==> src/rtl/fir_tap_sequencer_pkg.sv <==
// Shared types and defaults for the FIR tap sequencer: FSM state encoding
// and the default sample-rate, tap-count and coefficient geometry.
package fir_ctrl_pkg;

  localparam int unsigned NUM_TAP_DEF = 10;
  localparam int unsigned CLK_DIV_DEF = 40;
  localparam int unsigned COEFF_W_DEF = 16;
  localparam int unsigned TAP_IDX_W   = 4;

  typedef enum logic [1:0] {
    IDLE = 2'd0,
    MUL  = 2'd1,
    ADD  = 2'd2,
    ACC  = 2'd3
  } state_t;

endpackage : fir_ctrl_pkg

==> src/rtl/fir_tap_sequencer_if.sv <==
// Host coefficient-write channel: valid/ready handshake carrying a tap index
// and a signed coefficient.
interface fir_tap_sequencer_if
  import fir_ctrl_pkg::*;
#(
  parameter int unsigned COEFF_W = COEFF_W_DEF
) ();

  logic                        iCfgValid;
  logic                        oCfgReady;
  logic [TAP_IDX_W-1:0]        iCfgAddr;
  logic signed [COEFF_W-1:0]   iCfgData;

  modport master (
    output iCfgValid,
    output iCfgAddr,
    output iCfgData,
    input  oCfgReady
  );

  modport slave (
    input  iCfgValid,
    input  iCfgAddr,
    input  iCfgData,
    output oCfgReady
  );

endinterface : fir_tap_sequencer_if

==> src/rtl/fir_tap_sequencer_coeff_bank.sv <==
// Coefficient register file: one synchronous write port, one combinational
// read port; every entry clears to 0 on reset.
module fir_coeff_bank
  import fir_ctrl_pkg::*;
#(
  parameter int unsigned NUM_TAP = NUM_TAP_DEF,
  parameter int unsigned COEFF_W = COEFF_W_DEF
) (
  input  logic                      iClk_12M,
  input  logic                      iRsn,
  input  logic                      iWrEn,
  input  logic [TAP_IDX_W-1:0]      iWrAddr,
  input  logic signed [COEFF_W-1:0] iWrData,
  input  logic [TAP_IDX_W-1:0]      iRdAddr,
  output logic signed [COEFF_W-1:0] oRdData
);

  localparam logic [TAP_IDX_W-1:0] TAP_NUM = TAP_IDX_W'(NUM_TAP);

  logic [NUM_TAP-1:0][COEFF_W-1:0] bank;

  // Writers guarantee iWrAddr < NUM_TAP whenever iWrEn is high.
  always_ff @(posedge iClk_12M or negedge iRsn) begin
    if (!iRsn) begin
      bank <= '0;
    end else if (iWrEn) begin
      bank[iWrAddr] <= iWrData;
    end
  end

  assign oRdData = (iRdAddr < TAP_NUM) ? $signed(bank[iRdAddr]) : '0;

endmodule : fir_coeff_bank

==> src/rtl/fir_tap_sequencer.sv <==
// FIR MAC controller: divides iClk_12M down to the sample strobe, walks the
// tap MUL/ADD/ACC phases per sample and serves coefficients from a host bank.
module fir_tap_sequencer
  import fir_ctrl_pkg::*;
#(
  parameter int unsigned CLK_DIV = CLK_DIV_DEF,
  parameter int unsigned NUM_TAP = NUM_TAP_DEF,
  parameter int unsigned COEFF_W = COEFF_W_DEF
) (
  input  logic                       iClk_12M,
  input  logic                       iRsn,
  input  logic                       iEnable,
  fir_tap_sequencer_if.slave         cfg,
  input  logic                       iClrStatus,
  output logic                       oEnSample_300k,
  output logic [TAP_IDX_W-1:0]       oEnMul,
  output logic                       oEnAdd,
  output logic                       oEnAcc,
  output logic signed [COEFF_W-1:0]  oCoeff,
  output logic                       oBusy,
  output logic                       oCfgErr,
  output logic                       oOverrun
);

  localparam int unsigned          CNT_W    = (CLK_DIV > 1) ? $clog2(CLK_DIV) : 1;
  localparam logic [CNT_W-1:0]     CNT_LAST = CNT_W'(CLK_DIV - 1);
  localparam logic [TAP_IDX_W-1:0] TAP_LAST = TAP_IDX_W'(NUM_TAP - 1);
  localparam logic [TAP_IDX_W-1:0] TAP_NUM  = TAP_IDX_W'(NUM_TAP);

  logic [CNT_W-1:0]          cnt;
  logic                      tick;
  state_t                    state;
  state_t                    stateNxt;
  logic [TAP_IDX_W-1:0]      tapNxt;
  logic                      cfgFire;
  logic                      cfgErrSet;
  logic                      wrEn;
  logic                      overrunSet;
  logic signed [COEFF_W-1:0] rdData;

  // Sample divider; parked at 0 while disabled so restart is phase-aligned.
  always_ff @(posedge iClk_12M or negedge iRsn) begin
    if (!iRsn) begin
      cnt <= '0;
    end else if (!iEnable || (cnt == CNT_LAST)) begin
      cnt <= '0;
    end else begin
      cnt <= cnt + CNT_W'(1);
    end
  end

  assign tick = iEnable && (cnt == CNT_LAST);

  // Next state; oEnMul doubles as the tap counter and sits at 0 outside MUL.
  always_comb begin
    stateNxt = state;
    tapNxt   = '0;
    unique case (state)
      IDLE: if (tick) stateNxt = MUL;
      MUL: begin
        if (oEnMul == TAP_LAST) begin
          stateNxt = ADD;
        end else begin
          tapNxt = oEnMul + TAP_IDX_W'(1);
        end
      end
      ADD:     stateNxt = ACC;
      ACC:     stateNxt = IDLE;
      default: stateNxt = IDLE;
    endcase
  end

  // Bank writes only while idle and no sample is about to start.
  assign cfg.oCfgReady = iRsn && (state == IDLE) && !tick;
  assign cfgFire       = cfg.iCfgValid && cfg.oCfgReady;
  assign cfgErrSet     = cfgFire && (cfg.iCfgAddr >= TAP_NUM);
  assign wrEn          = cfgFire && !cfgErrSet;
  assign overrunSet    = tick && (state != IDLE);

  fir_coeff_bank #(
    .NUM_TAP (NUM_TAP),
    .COEFF_W (COEFF_W)
  ) u_bank (
    .iClk_12M (iClk_12M),
    .iRsn     (iRsn),
    .iWrEn    (wrEn),
    .iWrAddr  (cfg.iCfgAddr),
    .iWrData  (cfg.iCfgData),
    .iRdAddr  (tapNxt),
    .oRdData  (rdData)
  );

  // Outputs track the upcoming state so they line up with the state register.
  always_ff @(posedge iClk_12M or negedge iRsn) begin
    if (!iRsn) begin
      state          <= IDLE;
      oEnSample_300k <= 1'b0;
      oEnMul         <= '0;
      oEnAdd         <= 1'b0;
      oEnAcc         <= 1'b0;
      oCoeff         <= '0;
      oBusy          <= 1'b0;
      oCfgErr        <= 1'b0;
      oOverrun       <= 1'b0;
    end else begin
      state          <= stateNxt;
      oEnSample_300k <= tick;
      oEnMul         <= tapNxt;
      oEnAdd         <= (stateNxt == ADD);
      oEnAcc         <= (stateNxt == ACC);
      oCoeff         <= (stateNxt == MUL) ? rdData : '0;
      oBusy          <= (stateNxt != IDLE);
      oCfgErr        <= cfgErrSet  || (oCfgErr  && !iClrStatus);
      oOverrun       <= overrunSet || (oOverrun && !iClrStatus);
    end
  end

endmodule : fir_tap_sequencer

==> src/flat_wrapper.sv <==
// flat-port wrapper written by rule: the top's interface ports become plain ports
module fir_tap_sequencer_flat import fir_ctrl_pkg::*;
#(
  parameter int unsigned CLK_DIV = CLK_DIV_DEF,
  parameter int unsigned NUM_TAP = NUM_TAP_DEF,
  parameter int unsigned COEFF_W = COEFF_W_DEF
)
  (iClk_12M, iRsn, iEnable, iClrStatus, oEnSample_300k, oEnMul, oEnAdd, oEnAcc, oCoeff, oBusy, oCfgErr, oOverrun, cfg_iCfgValid, cfg_iCfgAddr, cfg_iCfgData, cfg_oCfgReady);
  fir_tap_sequencer_if #(.COEFF_W(COEFF_W)) cfg_i ();
  input  logic iClk_12M;
  input  logic iRsn;
  input  logic iEnable;
  input  logic iClrStatus;
  output logic oEnSample_300k;
  output logic [TAP_IDX_W-1:0] oEnMul;
  output logic oEnAdd;
  output logic oEnAcc;
  output logic signed [COEFF_W-1:0] oCoeff;
  output logic oBusy;
  output logic oCfgErr;
  output logic oOverrun;
  input wire logic [$bits(cfg_i.iCfgValid)-1:0] cfg_iCfgValid;
  input wire logic [$bits(cfg_i.iCfgAddr)-1:0] cfg_iCfgAddr;
  input wire logic [$bits(cfg_i.iCfgData)-1:0] cfg_iCfgData;
  output wire logic [$bits(cfg_i.oCfgReady)-1:0] cfg_oCfgReady;
  assign cfg_i.iCfgValid = cfg_iCfgValid;
  assign cfg_i.iCfgAddr = cfg_iCfgAddr;
  assign cfg_i.iCfgData = cfg_iCfgData;
  assign cfg_oCfgReady = cfg_i.oCfgReady;
  fir_tap_sequencer #(.CLK_DIV(CLK_DIV), .NUM_TAP(NUM_TAP), .COEFF_W(COEFF_W)) u_core (.iClk_12M(iClk_12M), .iRsn(iRsn), .iEnable(iEnable), .cfg(cfg_i), .iClrStatus(iClrStatus), .oEnSample_300k(oEnSample_300k), .oEnMul(oEnMul), .oEnAdd(oEnAdd), .oEnAcc(oEnAcc), .oCoeff(oCoeff), .oBusy(oBusy), .oCfgErr(oCfgErr), .oOverrun(oOverrun));
endmodule
==> config.mk <==
export PLATFORM = sky130hd
export DESIGN_NAME = fir_tap_sequencer_flat
export DESIGN_NICKNAME = d
export VERILOG_FILES = /design/src/rtl/fir_tap_sequencer_pkg.sv /design/src/rtl/fir_tap_sequencer_if.sv /design/src/rtl/fir_tap_sequencer_coeff_bank.sv /design/src/rtl/fir_tap_sequencer.sv /design/src/flat_wrapper.sv
export SDC_FILE = /design/constraint.sdc
export NUM_CORES = 1
export LEC_CHECK = 0
export ABC_AREA = 1
export BUFFER_PORTS_ARGS = -buffer_cell sky130_fd_sc_hd__buf_2
export CAP_MARGIN = 0
export CELL_PAD_IN_SITES_DETAIL_PLACEMENT = 0
export CELL_PAD_IN_SITES_GLOBAL_PLACEMENT = 2
export CORE_UTILIZATION = 41
export CTS_BUF_LIST = sky130_fd_sc_hd__clkbuf_8
export CTS_CLUSTER_SIZE = 12
export DETAILED_ROUTE_END_ITERATION = 8
export PLACE_DENSITY = 0.9
export SETUP_SLACK_MARGIN = 0.15
export SYNTH_ARGS = -nofsm -noshare
export SYNTH_HDL_FRONTEND = slang
export SYNTH_SLANG_ARGS = --single-unit
==> constraint.sdc <==
create_clock -name iClk_12M -period 4.05 [get_ports iClk_12M]
set_input_delay 0.2025 -clock iClk_12M [delete_from_list [all_inputs] [get_ports iClk_12M]]
set_output_delay 0.2025 -clock iClk_12M [all_outputs]
set_load 0.1 [all_outputs]
After elaboration in Yosys (flattened, before gate mapping). Index checks and enable logic that the tools add are counted.

Mux-type cells: 13. $add $sub $neg: 2. Bitwise logic cells: 0. $mul: 0. Order comparisons: 5. Equality and inequality tests: 8. Shift operators: 0. Div/mod/pow operators: 0. Reduce and logical (&&, ||, !) cells: 20.

Operators with widths (count): $bwmux W160 (1); $bmux W16 S4 (1); $demux W16 S4 (1); $mux W16 (4); $logic_and A1 B1 Y1 (10); $lt A4 B5 Y1 const B (2); $eq A2 B2 Y1 const B (4); $mux W4 (2); $pmux W2 S4 (1); $add A6 B1 Y6 const B (1); $eq A6 B6 Y1 const B (1); $mux W6 (1); $add A4 B1 Y4 const B (1); $eq A2 B1 Y1 const B (2); $eq A4 B4 Y1 const B (1); $ge A4 B1 Y1 const B (1); $ge A4 B4 Y1 const B (1); $logic_not A1 Y1 (4); $lt A4 B4 Y1 const B (1); $mux W2 (2); $reduce_bool A2 Y1 (2); $logic_or A1 B1 Y1 (3); $logic_not A2 Y1 (1).

Output and inout port bits: 27. Logic and storage cells: 68. Register bits: 194. Memories kept: 0. ROM bits: 0. Memory bits (writable): 0. Latch bits: 0. Bits of input ports: 25.

Depth between registers and ports, before layout.
Depth after elaboration: 8. Depth in mapped cells: 13. Gate-level depth less buffers: 12.

Modules after synthesis. Synthesis repeated with hierarchy kept, for this count alone.

Cells, all modules: 1122. Area total of the unflattened synthesis: 9026.2 µm².

Modules (own cells, without submodules): fir_coeff_bank (times used 1, sequential area each 4003.8 µm², cells an instance 988, area each 7656.1 µm²); fir_tap_sequencer (times used 1, sequential area each 850.8 µm², cells an instance 134, area each 1370.1 µm²).

Worst setup path before layout. No wires, ideal clock.

Path type: register to register. From: register u_core.oEnMul[0]. To: register u_core.oCoeff[0]. Arrival: 2314 ps. Setup time: 78 ps. Slack: 1658 ps. Period minus slack after synthesis: 2392 ps. Buffers on the path: 1. Required time: 3972 ps. Stages on the path, launching flop included: 11. Cells stage by stage: dfrtp_1 ha_1 nand2_1 nor2_1 nor2_4 nand2_1 buf_1 nand3_1 nand3_1 nand3_1 a21oi_1.

Word-level cells in the longest chain between the ends: 7. Elaborated cells between the ends (all ways): 12. Classes of those cells: add/sub (1); order compare (1); eq/ne (2); mux (8).

RTL lines: from (decl) (line fir_tap_sequencer.sv:16) `output logic [TAP_IDX_W-1:0] oEnMul,`; from (signal assigned) (line fir_tap_sequencer.sv:108) `oEnMul <= tapNxt;`; $add A4 B1 Y4 or $eq A4 B4 Y1 (tied branches) (line fir_tap_sequencer.sv:64, fir_tap_sequencer.sv:61); $mux W4 (line fir_tap_sequencer.sv:61) `if (oEnMul == TAP_LAST) begin`; $mux W4 (line fir_tap_sequencer.sv:58) `unique case (state)`; $bmux W16 S4 (line fir_tap_sequencer_coeff_bank.sv:31) `assign oRdData = (iRdAddr < TAP_NUM) ? $signed(bank[iRdAddr]) : '0;`; $mux W16 (not written as such) (line fir_tap_sequencer_coeff_bank.sv:31); $mux W16 (line fir_tap_sequencer_coeff_bank.sv:31); $mux W16 * (line fir_tap_sequencer.sv:111) `oCoeff <= (stateNxt == MUL) ? rdData : '0;`; to (signal assigned) (line fir_tap_sequencer.sv:111); to (decl) (line fir_tap_sequencer.sv:19) `output logic signed [COEFF_W-1:0] oCoeff,`.

Every way passes the cells marked *; elsewhere a longest branch is shown, timed or not. The select of a mux whose other input is x is not followed. A chain may end at the register's enable or synchronous reset.

Worst setup path in the final report.
From: register u_core.oEnMul[0]. To: register u_core.oCoeff[6].

Same word-level chain as after synthesis.

==> results by group <==
Status
  • Status: finished, violations left
  • Failing checks: design-rule violations

STA
  • Final setup viols: 0
  • Final worst path period need: 2792 ps
  • RSZ-0062 raised after global routing: no
  • Relative slew slack: 0.3624
  • Final hold vios: 0
  • Final Cycle Share: 0.6893
  • Max Slew Vio Count: 0
  • TNS Setup: 0 ps
  • Final Skew: 18.36 ps
  • Worst-margin pin slew: 954.1 ps
  • Max Clk Rate: 358.2 MHz

Floorplanning
  • Initial Util: 0.4195
  • Chip width: 151.9 µm
  • Die area: 23070 µm²
  • CORE AREA: 21960 µm²
  • Top-Level Pins: 52
  • Num rows: 54
  • Die height: 151.9 µm

Placement
  • Detailed placement HPWL: 15.41 mm
  • Buffers on Ports: 51
  • RD Place Congestion: 0.7850

Synth
  • Syn Std Cell Area: 9211 µm²
  • Synth Flop Type: dfrtp_1
  • YS warnings: 0
  • Count leader, synth: nand2_1
  • Syn Nets: 1199
  • Yosys top cell area share: 0.5270
  • Async SR Flop Fraction: 1.000
  • Top post-synthesis cells by area: dfrtp_1, nand2_1, nand3_1
  • Synth Instances: 1171
  • Synth Register Bits: 194
  • Cell variety after synth: 31
  • Register area share after synthesis: 0.5270
  • Mapped Avg Cell Area: 7.866 µm²
  • Post-synth EDFFs: 0
  • Cell accounting for the most synthesized area: dfrtp_1
  • Synth cell count leaders: nand2_1, dfrtp_1, nand3_1, inv_1, o21ai_0

Route
  • Via Count: 7553
  • First drt pass iteration count: 6
  • 1st-iter DRT viols: 509
  • Routed wire length per instance: 17.69 µm
  • Antenna Nets Post-Route: 0
  • Via density per instance: 5.117
  • Drt total wl: 26.12 mm
  • DRC violations left: 2

GRT
  • Largest net degree at the start of global routing: 76
  • Initial antenna violation count: 0
  • GRT Overall Usage: 0.2382
  • GRT overflow: 0
  • First-pass GRT wire length: 41.95 mm
  • Number of global-route vias before repair: 7268

Worst setup path
  • Top cell by count, worst path: nand3_1
  • R2R Setup Slk: 1260 ps
  • Crit Path Max Fanout: 25
  • Crit path max-delay family: simple AND/OR/NAND/NOR gates
  • Crit start category: flop
  • Critical path arrival: 3110 ps
  • WP buf/inv: 1
  • Setup CP Type: reg2reg
  • Cell Chain, Critical Path: ha_1 > nand3_2 > nand2_2 > buf_4 > nand2_1 > nand3_1 > nand3_1 > nand3_1 > a21oi_1
  • Worst setup EP type: flop
  • Max stage delay on crit path: 640 ps
  • Slowest CP cell: nand2_2
  • Req. time, crit path: 4370 ps

Clock tree
  • Hold buffer count at CTS: 2
  • Clk_lat worst skew: 480 ps
  • Worst-path clk slew: 100 ps
  • Setup Buffers After CTS: 0
  • CTS H-tree lvls: 4
  • PostCTS Resize Cnt: 0
  • CTS tree: built
  • Clk sink count: 194
  • CTS root buffer: clkbuf_8
  • Clock Path Buffers: 2
  • Num CTS Buffers: 17

Power
  • Int Power: 3.028 mW
  • Sequential group share of total power: 0.551
  • Total power: 4.243 mW
  • Clk pwr share: 0.303
  • Sw frac: 0.2864
  • Leak: 5.147 nW
  • Logic gate share of total power: 0.146
  • Peak VDD IR: 247.6 µV
  • PD cells: 424.1 nW/µm²
  • NetSw: 1.215 mW

Worst hold path
  • Hold WC Path Type: in2reg

Finish
  • Area Overhead vs Synth: 8.612%
  • # diodes: 0
  • NumNets Final: 1212
  • Layout cell share with drive strength beyond 1: 0.1079
  • Layout Utilization: 0.4556

Job
  • Max_cap viols: 0
cells by family after synthesis:
group / share of synthesized area
AOI/OAI and AO/OA: 0.07322
DFF: 0.5270
and+or+nand+nor: 0.2954
adders and majority gates: 0.004075
xor gates and xnor gates: 0.001902
buffers and inverters: 0.09834
worst reg2reg max path, stage by stage, from the launching register on:
cell,delay [ps]
dfrtp_1,490
ha_1,230
nand3_2,450
nand2_2,640
buf_4,380
nand2_1,100
nand3_1,80
nand3_1,90
nand3_1,100
a21oi_1,80
through the flow:
step	setup slack [ps]	hold slack [ps]	std cells	instance area, µm²
after global routing	1006	29.84	1476	10000
after detailed placement	1227	200.0	1443	9599
final	1258	36.09	1476	10000
after floorplan	1658	-93.09	1171	9211
after CTS	1223	12.30	1476	10000
after global placement	1298	196.8	1443	9599
layout make-up:
type | instances | area, µm²
fill | 2224 | 11950
sequential | 194 | 4855
multi-input combinational | 759 | 3466
inverter | 141 | 529.3
timing repair buffer | 71 | 419.2
tap | 280 | 350.3
clock buffer | 18 | 247.7
clock inverter | 13 | 137.6
sequential cells by signal (all words and copies together), names as in the netlist:
name,flops
u_core.oCfgErr,1
u_core.u_bank.bank,160
u_core.oOverrun,1
u_core.oEnMul,4
u_core.cnt,6
u_core.oCoeff,16
u_core.oEnSample_300k,1
u_core.oEnAcc,1
u_core.oEnAdd,1
u_core.oBusy,1
u_core.state,2
cell usage in the layout, fill, tap and decap left out, types with 3 or more instances in the layout:
cell        synthesis  final
buf_2              46     50
nor2_4              3      4
o21ai_1            10     10
o21ai_0           104    104
nor2_2              7      7
dfrtp_1           194    194
nor2_1             16     15
buf_4               8     18
nand3_1           165    164
clkinv_4            0      3
ha_1                3      3
clkinv_2            0      4
nand2_1           398    397
nand2_2             2      3
inv_1             133    133
inv_2               8      8
nand3b_1           16     16
nand3_2             2      3
clkinvlp_4          0      3
a21oi_1            18     18
clkbuf_8            0     19
power by group through the flow:
stage	clock network, mW	logic (mW)	registers [mW]
6_report	1.29	0.621	2.34
3_3_place_gp	0	0.615	2.37
2_1_floorplan	0	0.456	2.36
3_5_place_dp	0	0.624	2.37
4_1_cts	1.30	0.630	2.34
5_1_grt	1.38	0.728	2.37
worst paths after layout:
path                                       startpoint                            endpoint  depth (start not counted)
min                                     cfg_iCfgValid            u_core.oCfgErr$_DFF_PN0_                          3
min in group asynchronous                        iRsn     u_core.oEnSample_300k$_DFF_PN0_                          2
max in group asynchronous                        iRsn  u_core.u_bank.bank[43]$_DFFE_PN0P_                          3
max reg2reg                u_core.oEnMul[0]$_DFF_PN0_          u_core.oCoeff[6]$_DFF_PN0_                          9
max                        u_core.oEnMul[0]$_DFF_PN0_          u_core.oCoeff[6]$_DFF_PN0_                          9
min reg2reg                   u_core.cnt[0]$_DFF_PN0_             u_core.cnt[0]$_DFF_PN0_                          1
metal layers:
| layer | share of wire | global-route usage |
|---|---|---|
| met3 | 0.034 | 0.02909 |
| met5 | 0 | 0 |
| met1 | 0.47 | 0.3264 |
| met2 | 0.48 | 0.3973 |
| met4 | 0.017 | 0.06997 |
No activity file was read; power rests on OpenSTA's default activity.
